$ cat src/rtl/uart_brg.sv
// Fractional baud-rate generator: divides Clk by Prescale/2^FRAC_W and emits
// one-cycle baud_clk ticks at 8x the UART bit rate.
module uart_brg #(
    parameter int PRE_W  = 16,
    parameter int FRAC_W = 4
) (
    input  logic             Clk,
    input  logic             Rst,
    input  logic             En,
    input  logic [PRE_W-1:0] Prescale,
    output logic             baud_clk
);
    localparam int INT_W = PRE_W - FRAC_W;

    logic [INT_W-1:0]  r_cnt;
    logic [FRAC_W-1:0] r_acc;
    logic              r_run;
    logic              r_baud;

    logic              w_clamp;
    logic [INT_W-1:0]  w_int;
    logic [FRAC_W-1:0] w_frac;
    logic [FRAC_W-1:0] w_acc_base;
    logic [FRAC_W:0]   w_sum;
    logic [INT_W-1:0]  w_len_m1;

    // Divisors below 2 would leave no low cycle between ticks, so force 2.0.
    assign w_clamp    = (Prescale[PRE_W-1:FRAC_W] < INT_W'(2));
    assign w_int      = w_clamp ? INT_W'(2) : Prescale[PRE_W-1:FRAC_W];
    assign w_frac     = w_clamp ? '0 : Prescale[FRAC_W-1:0];

    // A fresh start always begins the fractional sequence from zero.
    assign w_acc_base = r_run ? r_acc : '0;
    assign w_sum      = {1'b0, w_acc_base} + {1'b0, w_frac};
    assign w_len_m1   = w_int + {{(INT_W-1){1'b0}}, w_sum[FRAC_W]} - INT_W'(1);

    // cnt holds cycles remaining in the period; the tick fires when it hits
    // zero and the next period is loaded on that same edge.
    always_ff @(posedge Clk or posedge Rst) begin
        if (Rst) begin
            r_cnt  <= '0;
            r_acc  <= '0;
            r_run  <= 1'b0;
            r_baud <= 1'b0;
        end else if (!En) begin
            r_cnt  <= '0;
            r_acc  <= '0;
            r_run  <= 1'b0;
            r_baud <= 1'b0;
        end else if (!r_run || r_cnt == '0) begin
            r_run  <= 1'b1;
            r_cnt  <= w_len_m1;
            r_acc  <= w_sum[FRAC_W-1:0];
            r_baud <= r_run;
        end else begin
            r_cnt  <= r_cnt - INT_W'(1);
            r_baud <= 1'b0;
        end
    end

    assign baud_clk = r_baud;

endmodule

$ cat config.mk
export PLATFORM = sky130hd
export DESIGN_NAME = uart_brg
export DESIGN_NICKNAME = d
export VERILOG_FILES = /design/src/rtl/uart_brg.sv
export SDC_FILE = /design/constraint.sdc
export NUM_CORES = 1
export LEC_CHECK = 0
export ABC_AREA = 1
export BUFFER_PORTS_ARGS = -buffer_cell sky130_fd_sc_hd__buf_2
export CORE_MARGIN = 1
export CORE_UTILIZATION = 30
export CTS_BUF_LIST = sky130_fd_sc_hd__clkbuf_16
export DETAILED_ROUTE_END_ITERATION = 10
export HOLD_SLACK_MARGIN = 0.12
export PLACE_DENSITY_LB_ADDON = 0.05
export SLEW_MARGIN = 0
export SYNTH_ARGS = -nofsm -noshare
export SYNTH_HDL_FRONTEND = slang
export SYNTH_SLANG_ARGS = --single-unit
export TNS_END_PERCENT = 30
$ cat constraint.sdc
create_clock -name Clk -period 3 [get_ports Clk]
set_clock_uncertainty 0.15 [all_clocks]
set_input_delay 0.45 -clock Clk [delete_from_list [all_inputs] [get_ports Clk]]
set_output_delay 0.45 -clock Clk [all_outputs]
set_load 0.05 [all_outputs]
* Word-level counts from Yosys, hierarchy flattened
Index checks and enable logic that the tools add are counted.
Operators by class: equal/unequal tests 1, add/sub/neg operators 4, reductions and logical operators 3, $lt $le $gt $ge 1, multiplexer cells 11
Operators with widths (number):
- two-way mux 12 bit | 3
- subtractor 12 x 1 -> 12 bit, second input constant | 2
- two-way mux 4 bit | 4
- adder 12 x 1 -> 12 bit | 1
- logical NOT 12 bit | 1
- < comparator 12 x 2 -> 1 bit, second input constant | 1
- adder 4 x 4 -> 5 bit | 1
- two-way mux 1 bit | 4
- inequality test 2 x 1 -> 1 bit, second input constant | 1
- logical NOT 1 bit | 1
- logical OR 1 bit | 1
Word-level totals: register bits after elaboration 18, input port bits 19, output and inout port bits 1

* Longest topological paths before layout
word-level depth 7, mapped depth 20

* Least setup slack after synthesis
No wires, ideal clock.
path kind input to register, start input Prescale[12], end register r_cnt[10], path buffers 0, stages 20, data arrival time 2.752 ns, required time 2.732 ns, library setup time 0.118 ns, setup slack -0.020 ns, cell sequence inv_1 -> nand2_1 -> nor2_2 -> nand2_1 -> inv_1 -> nor2_1 -> ha_1 -> fa_1 -> nand2_1 -> nand2_1 -> a21oi_1 -> ha_1 -> ha_1 -> nand2_1 -> nor2_1 -> nand2_1 -> o21ai_0 -> nand3_1 -> nand2_1 -> nor2_1
Between the ends: longest elaborated chain between the ends 7, elaborated cells between the ends (all ways) 8, those cells by class add/sub (3); order compare (1); mux (4)
RTL lines:
- start: declaration | line 10 | input logic [PRE_W-1:0] Prescale,
- < comparator 12 x 2 -> 1 bit | line 28 | assign w_clamp = (Prescale[PRE_W-1:FRAC_W] < INT_W'(2));
- two-way mux 4 bit | line 30 | assign w_frac = w_clamp ? '0 : Prescale[FRAC_W-1:0];
- adder 4 x 4 -> 5 bit | line 34 | assign w_sum = {1'b0, w_acc_base} + {1'b0, w_frac};
- adder 12 x 1 -> 12 bit (*) | line 35 | assign w_len_m1 = w_int + {{(INT_W-1){1'b0}}, w_sum[FRAC_W]} - INT_W'(1);
- subtractor 12 x 1 -> 12 bit (*) | line 35
- two-way mux 12 bit (*) | line 50 | end else if (!r_run || r_cnt == '0) begin
- two-way mux 12 bit (*) | line 45 | end else if (!En) begin
- end signal: assignment | line 52 | r_cnt <= w_len_m1;
- end signal: assignment | line 56 | r_cnt <= r_cnt - INT_W'(1);
- end: declaration | line 15 | logic [INT_W-1:0] r_cnt;
Every way passes the cells marked *; elsewhere a longest branch is shown, timed or not. A chain may end at the register's enable or synchronous reset.

* Final worst setup path
start input Prescale[7], end register r_cnt[10]
The elaborated chain is that of the path after synthesis.

==> impl_metrics.tcl <==
set metrics [dict create \
    outcome "complete, no violations" \
    p_seq_share_pct 36.3 \
    wl_per_cell_um 11.5 \
    crit_slowest_cell "fa_2" \
    cap_violations 0 \
    power.switching_mw 0.251 \
    timing.critical_path.fanout_max 2 \
    r2r-start "r_run" \
    layout_setup_ws_ns 0.199 \
    clkPwrFrac_pct 32.8 \
    grt_pass1_vias 1369 \
    ys_warn_count 0 \
    die_w_um 71.2 \
    cts.clk_slew.worst_paths_ns 0.05 \
    period_share_pct 93.4 \
    cts_num_sinks 18 \
    die_area_mm2 0.00507 \
    reg2reg_slack_ns 0.42 \
    power.total_mw 0.802 \
    diodes 0 \
    pre_cts_slack_ns -0.270 \
    drc 0 \
    dp_hpwl_um 2840 \
    gp_congestion 0.831 \
    synth_area_per_cell_um2 7.04 \
    final_cell_mix "nand2_1, inv_1, buf_4" \
    grt_start_max_net_pins 19 \
    placedCellCount 294 \
    cts_hold_buf 0 \
    num_vias 1354 \
    hp-class "in2async" \
    layout_min_cycle_time_ns 2.80 \
    synthCells 204 \
    critical_path_class "in2reg" \
    p_sw_share_pct 31.3 \
    whs_ns 0.165 \
    hold_viol_final 0 \
    wl_met1_um 1770 \
    ys_ff_latch 18 \
    tightest_slew_ns 0.711 \
    final_nets 276 \
    fin_cells 299 \
    top_layer "met4" \
    grt_usage_pct 15.0 \
    cts_tree "yes" \
    clock_path_buffers 2 \
    crit_family "simple AND/OR/NAND/NOR gates" \
    h-tree-depth 1 \
    clk-insertion-delay-late_ns 0.24 \
    cts_buffers 3 \
    clock.fmax_mhz 357 \
    cp-start-kind "input port" \
    wl_met2_um 1540 \
    drive_gt1_share_pct 33.2 \
    postPlaceCellArea_mm2 0.00174 \
    crit_path_end_kind "flop" \
    portBuffers 19 \
    core_mm2 0.00447 \
    gr-total-overflow 0 \
    synth_cell_types 28 \
    vdd_drop_max_mv 0.276 \
    cp_common_cell "nand2_1" \
    viasPerCell 4.53 \
    leakagePower_nw 1.01 \
    grt_pass1_wl_um 5980 \
    wl_um 3430 \
    rows 24 \
    dr.first_iter.drc_count 51 \
    die_h_um 71.2 \
    synth.yosys.seq_area_share_pct 31.4 \
    crit_chain "buf_2, nor2_4, nand2_1, nor2_1, nand2_2, inv_2, nor2_1, ha_2, fa_2, nand2_1, nand2_1, a21oi_2, ha_2, ha_2, nand2_1, nor2_2, nand2_1, o21ai_1, nand3_1, nand2_1, nor2_1" \
    antenna_found_initial 0 \
    pin_count 20 \
    maxSlewHeadroom_pct 52.6 \
    ant_nets 0 \
    dr_wl_met3_um 87 \
    ff2ff_path_depth 16 \
    r2r_end "r_cnt[10]" \
    path_buf_inv 2 \
    internal-power_mw 0.550 \
    start_util_pct 32.1 \
    dr.pass1.iters 4 \
    syn_nets 232 \
    required_ns 2.99 \
    arrival_ns 2.79 \
    comb_power_share_pct 31.0 \
    final_common_cell "nand2_1" \
    cpPeakStageDelay_ns 0.34 \
    netlist_area_mm2 0.00144 \
    rsz0062_at_grt "no" \
    p_per_area_mw_per_mm2 431 \
    final_area_mm2 0.00186 \
    setup_viol 0 \
    fin_util_pct 41.5 \
    syn_to_final_growth_pct 29.4 \
    slew_violations 0 \
    clockRootBuffer "clkbuf_16" \
    fin_setup_tns_ns 0 \
]
-- power groups by stage --
stage | clock network [mW] | registers, mW | logic (mW)
3_5_place_dp | 0 | 0.294 | 0.243
3_3_place_gp | 0 | 0.294 | 0.241
2_1_floorplan | 0 | 0.291 | 0.173
4_1_cts | 0.270 | 0.291 | 0.246
6_report | 0.263 | 0.291 | 0.248
5_1_grt | 0.284 | 0.293 | 0.285
-- sequential cells by signal, summed over array words and instances, names as in the netlist --
name      cells
r_acc         4
r_run         1
baud_clk      1
r_cnt        12
-- metal layers --
metal	track usage (%)	vias to the layer above
li1	-	720
met1	20.7	609
met2	24.4	23
met3	1.71	2
met4	4.67	0
met5	0	-
-- cell usage after synthesis (all sizes together) --
library cell | n | share of area [%]
ha | 8 | 7.0
a22o | 2 | 1.2
nand3b | 2 | 1.0
xnor2 | 3 | 1.8
dfrtp | 18 | 31
or2 | 2 | 0.87
nor3 | 1 | 1.1
o21ai | 11 | 3.8
inv | 44 | 12
nor2 | 29 | 9.9
buf | 1 | 0.78
clkbuf | 2 | 0.52
nand4 | 1 | 0.44
xor2 | 6 | 3.7
o22ai | 4 | 1.7
nand2 | 45 | 12
nand3 | 15 | 5.9
a21oi | 9 | 3.4
fa | 1 | 1.4
-- worst max path at each step --
stage / from / depth (start not counted) / end / slack [ns]
CTS: Prescale[7] / 21 / r_cnt[10] / 0.01
detailed placement: Prescale[12] / 21 / r_cnt[10] / -0.27
global route: Prescale[7] / 21 / r_cnt[8] / 0.005
finish: Prescale[7] / 21 / r_cnt[10] / 0.20
global placement: Prescale[12] / 21 / r_cnt[10] / -0.15
floorplan: Prescale[12] / 20 / r_cnt[10] / 0.009
-- area by class of cell --
type	count	area (um^2)
Fill cell	480	2620
Multi-Input combinational cell	139	828
Sequential cell	18	450
Timing Repair Buffer	42	268
Inverter	44	168
Clock buffer	3	75.1
Tap cell	52	65.1
Clock inverter	1	3.75
-- what timing repair did --
| item | CTS | global route |
|---|---|---|
| pin swaps | 0 | 4 |
| resized for setup | 1 | 11 |
| endpoints found under the setup margin | 1 | 9 |
| setup buffers | 0 | 1 |
-- cell families after synthesis --
kind of cell,share of synthesized area [%]
simple gates,31.6
compound gates,10.2
buf+inv,13.0
flops,31.4
fa+ha+maj,8.36
xor+xnor,5.49
No activity file was read; power rests on OpenSTA's default activity.
